[src/rtl/rv32i_types.sv]
// Shared RV32I type definitions for the MEM-stage access unit, plus the
// pure request-shaping helpers (fault check, byte mask, lane-replicated data).
package rv32i_types;

  typedef enum logic [2:0] {
    LB  = 3'b000,
    LH  = 3'b001,
    LW  = 3'b010,
    LBU = 3'b100,
    LHU = 3'b101
  } load_funct3_t;

  typedef enum logic [2:0] {
    SB = 3'b000,
    SH = 3'b001,
    SW = 3'b010
  } store_funct3_t;

  typedef enum logic [1:0] {
    IDLE = 2'd0,
    BUSY = 2'd1,
    DONE = 2'd2
  } mau_state_t;

  // Illegal combination, illegal width encoding, or misaligned address.
  function automatic logic mau_fault(input logic       rd,
                                     input logic       wr,
                                     input logic [2:0] f3,
                                     input logic [1:0] lane);
    logic f;
    f = 1'b0;
    if (rd && wr) begin
      f = 1'b1;
    end else if (rd) begin
      case (f3)
        LB, LBU: f = 1'b0;
        LH, LHU: f = lane[0];
        LW:      f = (lane != 2'b00);
        default: f = 1'b1;
      endcase
    end else if (wr) begin
      case (f3)
        SB:      f = 1'b0;
        SH:      f = lane[0];
        SW:      f = (lane != 2'b00);
        default: f = 1'b1;
      endcase
    end
    return f;
  endfunction

  // Loads always enable all four lanes; the cache returns the whole word.
  function automatic logic [3:0] mau_mask(input logic       wr,
                                          input logic [2:0] f3,
                                          input logic [1:0] lane);
    logic [3:0] m;
    m = 4'b1111;
    if (wr) begin
      case (f3)
        SB:      m = 4'b0001 << lane;
        SH:      m = 4'b0011 << lane;
        default: m = 4'b1111;
      endcase
    end
    return m;
  endfunction

  // Replicating the datum across lanes lets the mask alone pick the target bytes.
  function automatic logic [31:0] mau_wdata(input logic        wr,
                                            input logic [2:0]  f3,
                                            input logic [31:0] data);
    logic [31:0] w;
    w = 32'h0;
    if (wr) begin
      case (f3)
        SB:      w = {4{data[7:0]}};
        SH:      w = {2{data[15:0]}};
        default: w = data;
      endcase
    end
    return w;
  endfunction

endpackage

[src/rtl/load_extend.sv]
// Combinational load extraction: selects the addressed byte/halfword of the
// returned word and sign- or zero-extends it according to the load funct3.
//   word   in  32  word returned by the data cache
//   lane   in  2   byte offset of the access within the word
//   funct3 in  3   load width/signedness encoding
//   data   out 32  extended load result
module load_extend
  import rv32i_types::*;
(
  input  logic [31:0] word,
  input  logic [1:0]  lane,
  input  logic [2:0]  funct3,
  output logic [31:0] data
);

  logic [7:0]  byte_sel;
  logic [15:0] half_sel;

  always_comb begin
    byte_sel = 8'h0;
    case (lane)
      2'd0:    byte_sel = word[7:0];
      2'd1:    byte_sel = word[15:8];
      2'd2:    byte_sel = word[23:16];
      default: byte_sel = word[31:24];
    endcase
    // Halfword accesses are only ever at lane 0 or 2 (others fault upstream).
    half_sel = lane[1] ? word[31:16] : word[15:0];
  end

  always_comb begin
    data = word;
    case (funct3)
      LB:      data = {{24{byte_sel[7]}}, byte_sel};
      LBU:     data = {24'h0, byte_sel};
      LH:      data = {{16{half_sel[15]}}, half_sel};
      LHU:     data = {16'h0, half_sel};
      default: data = word;
    endcase
  end

endmodule

[src/rtl/mem_access_unit.sv]
// MEM-stage data-memory access unit. Converts a decoded load/store into a
// registered, word-aligned data-cache request, stalls the pipeline until the
// cache responds, and returns the extended load result.
//   clk, rst                      clock, synchronous active-high reset
//   valid, mem_read, mem_write    live instruction and its access type
//   funct3, addr, store_data      width encoding, byte address, rs2 value
//   dmem_address/read/write/wmask/wdata  registered cache request
//   dmem_rdata, dmem_resp         cache read data and one-cycle completion
//   stall, done, load_data        pipeline freeze, completion pulse, result
//   access_fault                  misaligned or illegal access, no request made
//
// state | meaning
// IDLE  | waiting for a non-faulting access; latches the request on accept
// BUSY  | request strobe held stable until dmem_resp
// DONE  | one-cycle completion; the still-present instruction is not re-accepted
module mem_access_unit
  import rv32i_types::*;
(
  input  logic        clk,
  input  logic        rst,
  input  logic        valid,
  input  logic        mem_read,
  input  logic        mem_write,
  input  logic [2:0]  funct3,
  input  logic [31:0] addr,
  input  logic [31:0] store_data,
  output logic [31:0] dmem_address,
  output logic        dmem_read,
  output logic        dmem_write,
  output logic [3:0]  dmem_wmask,
  output logic [31:0] dmem_wdata,
  input  logic [31:0] dmem_rdata,
  input  logic        dmem_resp,
  output logic        stall,
  output logic        done,
  output logic [31:0] load_data,
  output logic        access_fault
);

  mau_state_t  state_q, state_d;
  logic [31:0] address_q, address_d;
  logic [1:0]  lane_q, lane_d;
  logic [3:0]  wmask_q, wmask_d;
  logic [31:0] wdata_q, wdata_d;
  logic [2:0]  funct3_q, funct3_d;
  logic        rd_q, rd_d;
  logic        wr_q, wr_d;
  logic [31:0] load_data_q, load_data_d;

  logic        access;
  logic        fault;
  logic [31:0] ext_data;

  assign access = valid & (mem_read | mem_write);
  assign fault  = mau_fault(mem_read, mem_write, funct3, addr[1:0]);

  load_extend u_load_extend (
    .word   (dmem_rdata),
    .lane   (lane_q),
    .funct3 (funct3_q),
    .data   (ext_data)
  );

  always_comb begin
    state_d     = state_q;
    address_d   = address_q;
    lane_d      = lane_q;
    wmask_d     = wmask_q;
    wdata_d     = wdata_q;
    funct3_d    = funct3_q;
    rd_d        = rd_q;
    wr_d        = wr_q;
    load_data_d = load_data_q;
    case (state_q)
      IDLE: begin
        if (access && !fault) begin
          address_d = {addr[31:2], 2'b00};
          lane_d    = addr[1:0];
          wmask_d   = mau_mask(mem_write, funct3, addr[1:0]);
          wdata_d   = mau_wdata(mem_write, funct3, store_data);
          funct3_d  = funct3;
          rd_d      = mem_read;
          wr_d      = mem_write;
          state_d   = BUSY;
        end
      end
      BUSY: begin
        if (dmem_resp) begin
          load_data_d = rd_q ? ext_data : 32'h0;
          rd_d        = 1'b0;
          wr_d        = 1'b0;
          state_d     = DONE;
        end
      end
      DONE: state_d = IDLE;
      default: state_d = IDLE;
    endcase
  end

  always_ff @(posedge clk) begin
    if (rst) begin
      state_q     <= IDLE;
      address_q   <= 32'h0;
      lane_q      <= 2'b00;
      wmask_q     <= 4'h0;
      wdata_q     <= 32'h0;
      funct3_q    <= 3'b000;
      rd_q        <= 1'b0;
      wr_q        <= 1'b0;
      load_data_q <= 32'h0;
    end else begin
      state_q     <= state_d;
      address_q   <= address_d;
      lane_q      <= lane_d;
      wmask_q     <= wmask_d;
      wdata_q     <= wdata_d;
      funct3_q    <= funct3_d;
      rd_q        <= rd_d;
      wr_q        <= wr_d;
      load_data_q <= load_data_d;
    end
  end

  assign dmem_address = address_q;
  assign dmem_read    = rd_q;
  assign dmem_write   = wr_q;
  assign dmem_wmask   = wmask_q;
  assign dmem_wdata   = wdata_q;
  assign load_data    = load_data_q;
  assign done         = (state_q == DONE);
  assign stall        = access & ~fault & (state_q != DONE);
  // Faults are only meaningful when the unit could accept the instruction.
  assign access_fault = access & fault & (state_q == IDLE);

endmodule

[config.mk]
export PLATFORM = sky130hd
export DESIGN_NAME = mem_access_unit
export DESIGN_NICKNAME = d
export VERILOG_FILES = /design/src/rtl/rv32i_types.sv /design/src/rtl/load_extend.sv /design/src/rtl/mem_access_unit.sv
export SDC_FILE = /design/constraint.sdc
export NUM_CORES = 1
export LEC_CHECK = 0
export ABC_AREA = 1
export CORE_UTILIZATION = 39
export DETAILED_ROUTE_END_ITERATION = 16
export PLACE_DENSITY = 0.85
export SETUP_SLACK_MARGIN = 0.15
export SYNTH_ARGS = -nofsm -noshare
export SYNTH_HDL_FRONTEND = slang
export SYNTH_SLANG_ARGS = --single-unit
export TNS_END_PERCENT = 5
[constraint.sdc]
create_clock -name clk -period 1.33 [get_ports clk]
set_input_delay 0.266 -clock clk [delete_from_list [all_inputs] [get_ports clk]]
set_output_delay 0.266 -clock clk [all_outputs]
set_load 0.01 [all_outputs]
Word level (Yosys, flattened, before mapping):

Index checks and enable logic that the tools add are counted.

* register bits: 107
* bits of input ports: 105
* logic and storage cells: 68

* equality and inequality tests: 14
* shift operators: 2
* muxes and demuxes: 21
* bitwise gates (word level): 7
* reductions and logical operators: 15

Operator list (count)
* $pmux 32 s4: 1
* $mux 32: 2
* $pmux 32 s2: 1
* $pmux 8 s3: 1
* $mux 16: 1
* $eq 3x3->1 const B: 4
* $pmux 4 s2: 1
* $eq 3x1->1 const B: 2
* $logic_not 3->1: 2
* $mux 1: 6
* $ne 2x2->1 const B: 3
* $pmux 1 s3: 2
* $reduce_and 2->1: 3
* $and 1x1->1: 5
* $eq 2x1->1 const B: 2
* $eq 2x2->1 const B: 2
* $logic_not 2->1: 2
* $mux 2: 2
* $mux 4: 1
* $pmux 1 s2: 2
* $pmux 2 s2: 1
* $reduce_bool 2->1: 2
* $reduce_or 2->1: 2
* $shl 1x2->4 const A: 1
* other kinds (7): 8

Logic depth before layout (Yosys ltp):

* depth after elaboration: 9
* depth in mapped cells: 12
* depth with buffers taken out: 11

Hierarchy:

A second synthesis with hierarchy kept.

* cells, all modules: 812
* area total of the unflattened synthesis: 5292.6 µm²

Modules (own cells, without submodules)
* mem_access_unit: times used 1, cells each 620, area each 4396.7 µm², sequential area each 2142.1 µm²
* load_extend: times used 1, cells each 192, area each 895.9 µm², sequential area each 0.0 µm²

Least setup slack after synthesis:

No wires, ideal clock.

* kind: input -> output
* from: in addr[1]
* to: out stall
* arrival: 1.179 ns
* slack: -0.115 ns
* cell stages on the path: 8
* path buffers: 1
* cells stage by stage: o21ai_1 -> nand2_1 -> nor2_1 -> nor2_1 -> nand2_1 -> clkbuf_1 -> nand2_1 -> nor2_1

* longest elaborated chain between the ends: 8

RTL lines
* from (decl): RTL line mem_access_unit.sv:25 `input logic [31:0] addr,`
* $reduce_bool 2->1 *: RTL line rv32i_types.sv:38, rv32i_types.sv:45
* $pmux 1 s3: RTL line rv32i_types.sv:42 `case (f3)`
* $mux 1: RTL line rv32i_types.sv:41 `end else if (wr) begin`
* $mux 1 *: RTL line rv32i_types.sv:34 `end else if (rd) begin`
* $mux 1 *: RTL line rv32i_types.sv:32 `if (rd && wr) begin`
* $not 1->1 *: RTL line mem_access_unit.sv:131 `assign stall = access & ~fault & (state_q != DONE);`
* $and 1x1->1 * (2 in series): RTL line mem_access_unit.sv:131
* to (decl): RTL line mem_access_unit.sv:34 `output logic stall,`

Every way passes the cells marked *; elsewhere a longest branch is shown, timed or not.

Worst setup path in the final report:

* from: reg state_q[0]
* to: reg address_q[10], in the netlist dmem_address[10]

* longest elaborated chain between the ends: 2

RTL lines
* from (decl): RTL line mem_access_unit.sv:40 `mau_state_t state_q, state_d;`
* from (signal assigned): RTL line mem_access_unit.sv:112 `state_q <= state_d;`
* $logic_not 2->1: RTL line mem_access_unit.sv:74 `case (state_q)`
* $reduce_and 2->1 (no line)
* to (signal assigned): RTL line mem_access_unit.sv:113 `address_q <= address_d;`
* to (decl): RTL line mem_access_unit.sv:41 `logic [31:0] address_q, address_d;`

No other way between the ends.
A chain may end at the register's enable or synchronous reset.

==> qor.txt <==
status: finished, violations left
violations in the final reports: setup timing
most frequent cells after synthesis: 198 x nor2_1, 157 x nand2_1, 107 x dfxtp_1, 72 x o21ai_0, 70 x a21oi_1
Routability Congestion: 0.959
Gate Count Post-Synth: 756
net count of the finished layout: 1,099
synthesized area per cell: 6.57 µm²
Async SR Flop Fraction: 0
global-route total usage across every layer: 0.256
final setup skew: 0.00333 ns
area delta synth->final: 62.5%
largest net degree at the start of global routing: 57
Final Cycle Share: 1.12
worst rel slew slack: 0.637
setup slack, reg-to-reg: -0.15 ns
placed wire-length estimate: 12,200 µm
maximum net fanout on the critical path: 18
number of buffers created by CTS: 9
transition at the pin with the smallest max-transition slack: 0.542 ns
count of distinct cell types in the synthesized netlist: 26
Critical Path End Type: flop
required time of the worst setup path: 1.57 ns
achievable clock frequency: 674 MHz
leading cell types by total area after synthesis: dfxtp_1 43%, nor2_1 15%, nand2_1 12%
cell with the biggest individual delay on the critical path: dfxtp_2
total power of the final layout: 0.00826 W
Post-synth EDFFs: 0
Arr. time, crit path: 1.72 ns
IO Count: 210
CTS clk-pin slew, worst paths: 0.07 ns
number of synthesized register bits: 107
DR DRC count: 0
total routed wirelength: 17,800 µm
shortest period the worst path allows: 1.48 ns
clock root cell: clkbuf_16
number of global-route vias before repair: 5,525
Maximum Capacitance Violations: 0
total of fill cells in the finished design: 1,061
number of vias per cell after detailed routing: 5.06
Post-CTS Hold Fix Bufs: 0
Rows: 40
worst min-delay path category: primary input to flop
# setup viols final: 76
GRT overflow: 0
count of buffer and inverter cells on the critical path: 3
Worst path top cell family by delay: simple AND/OR/NAND/NOR gates
count leader, synth: nor2_1
floorplan die width: 115 µm
total vias in the final route: 5,909
final worst setup slack: -0.153 ns
setup repair after global routing missed its margin: true
wire length of the first global-routing pass: 26,400 µm
count of nets left with antenna violations after detail routing: 0
number of pins exceeding their max-slew limit in the final report: 0
CP Cell Sequence: nor2_2, inv_2, buf_6, nor2_4, nand2_8, clkbuf_16, o21ai_1, nor2_1
Synth top area share: 0.431
leakage power: 3.52 nW
Critical Path Start Type: flop
post-synthesis cell type with the largest combined area: dfxtp_1
share of the yosys chip area belonging to registers: 0.431
dominant register cell in the synthesized netlist: dfxtp_1
clock insertion delay at the later pin of the skew report: 0.35 ns
Die Y: 115 µm
Inserted Diodes: 0
full die area: 13,200 µm²
count of input and output buffers: 207
Core Box Area: 12,200 µm²
Yosys warning total: 0
Clock Sinks: 107
Longest Clk Path Bufs: 2
mapped cell area: 4970 µm²
maximum ir drop on the vdd rail: 0.873 mV
cell area power density: 1020 nW/µm²
fraction of final layout cells with drive strength greater than 1: 0.291
TritonCTS clock tree: yes
critical path type: flop to flop
per-cell routed wire length: 15.3 µm
violation count after the first detailed-route iteration: 462
H-tree level count: 3
largest incremental delay on the critical path: 0.33 ns
initial core utilization: 0.407
pre-CTS setup slack: -1.05 ns
Hold Fails Final Rpt: 0
total iterations of the first detailed-routing run: 6
final worst hold slack: 0.188 ns
antenna violations before repair: 0
## where the power goes
| part | leakage (nW) | total, W | internal, W | switching (W) |
|---|---|---|---|---|
| clock | 0.150 | 0.00282 | 0.00165 | 0.00118 |
| combinational | 2.49 | 0.00198 | 0.000932 | 0.00105 |
| sequential | 0.879 | 0.00345 | 0.00336 | 0.0000926 |
## path summary, 6_finish.rpt
kind                       from               end  depth (start not counted)
setup / recovery     state_q[0]  dmem_address[10]                          8
hold / removal        funct3[1]       funct3_q[1]                          3
setup reg to reg     state_q[0]  dmem_address[10]                          8
hold reg to reg   dmem_wdata[3]     dmem_wdata[3]                          2
## logic make-up after synthesis
kind of cell           after synthesis  synth area share
other                                1          0.000755
AO/OA/AOI/OAI                      153             0.159
flip-flops                         107             0.431
buffers and inverters               82            0.0728
AND/OR/NAND/NOR                    413             0.336
## tightest hold or removal path: stages
cell and delay (ns):
buf_8 0.10, o21ai_1 0.07, nor2_1 0.07
## registers in the layout, indices dropped and copies added, names as in the netlist
signal and flops:
dmem_wmask 4, load_data 32, dmem_wdata 32, lane_q 2, dmem_read 1, dmem_write 1
funct3_q 3, dmem_address 30, state_q 2
## per-stage QoR
stage,util,setup TNS [ns],instances,instance area (µm²)
6_report,0.661,-4.54,1167,8070
5_1_grt,0.661,-12.76,1167,8070
4_1_cts,0.636,-4.03,1160,7770
3_5_place_dp,0.626,-82.60,1143,7640
3_3_place_gp,0.626,-74.57,1143,7640
2_1_floorplan,-,0,757,5110
## routing by layer
layer,track usage,vias up,wire [µm]
met5,0,-,0
met4,0.105,0,550
met3,0.0833,47,1620
met2,0.442,279,8880
met1,0.293,2680,6790
li1,-,2903,-
## layout make-up
class,count,area (µm²),share of cell area
clock inverter,5,77.6,0.00962
timing repair buffer,273,2440,0.303
tap,168,210,0.0261
clock buffer,11,233,0.0288
sequential,107,2160,0.268
inverter,34,150,0.0186
multi-input combinational,569,2790,0.346
## cells in the final DEF, fill, tap and decap left out, types with 2 or more instances in the layout
master and instances:
nand2_1 144, o21ai_0 17, nand3_4 3, bufinv_16 2, conb_1 2, inv_6 2, buf_8 2, a22oi_1 3
a21oi_2 6, nor2_4 5, clkdlybuf4s50_1 93, buf_2 78, inv_2 6, dfxtp_1 91, nor2_1 180, nor3_1 2
inv_1 25, nand3b_1 10, a21oi_1 64, nand2_4 5, buf_6 8, dfxtp_2 15, o221ai_1 3, nand3_1 34
nor2_2 16, clkbuf_1 2, buf_12 10, clkinv_2 2, o21ai_1 31, dlygate4sd2_1 4, clkbuf_16 14, clkdlybuf4s15_2 26
nand2_2 11, buf_4 46, o21ai_2 26
## what timing repair did
item                                    in CTS  in global routing
setup buffers                                0                  1
endpoints found under the setup margin     209                145
gates cloned                                 1                  6
pin swaps                                   32                 20
resized for setup                          498                 72
No activity file was read; power rests on OpenSTA's default activity.
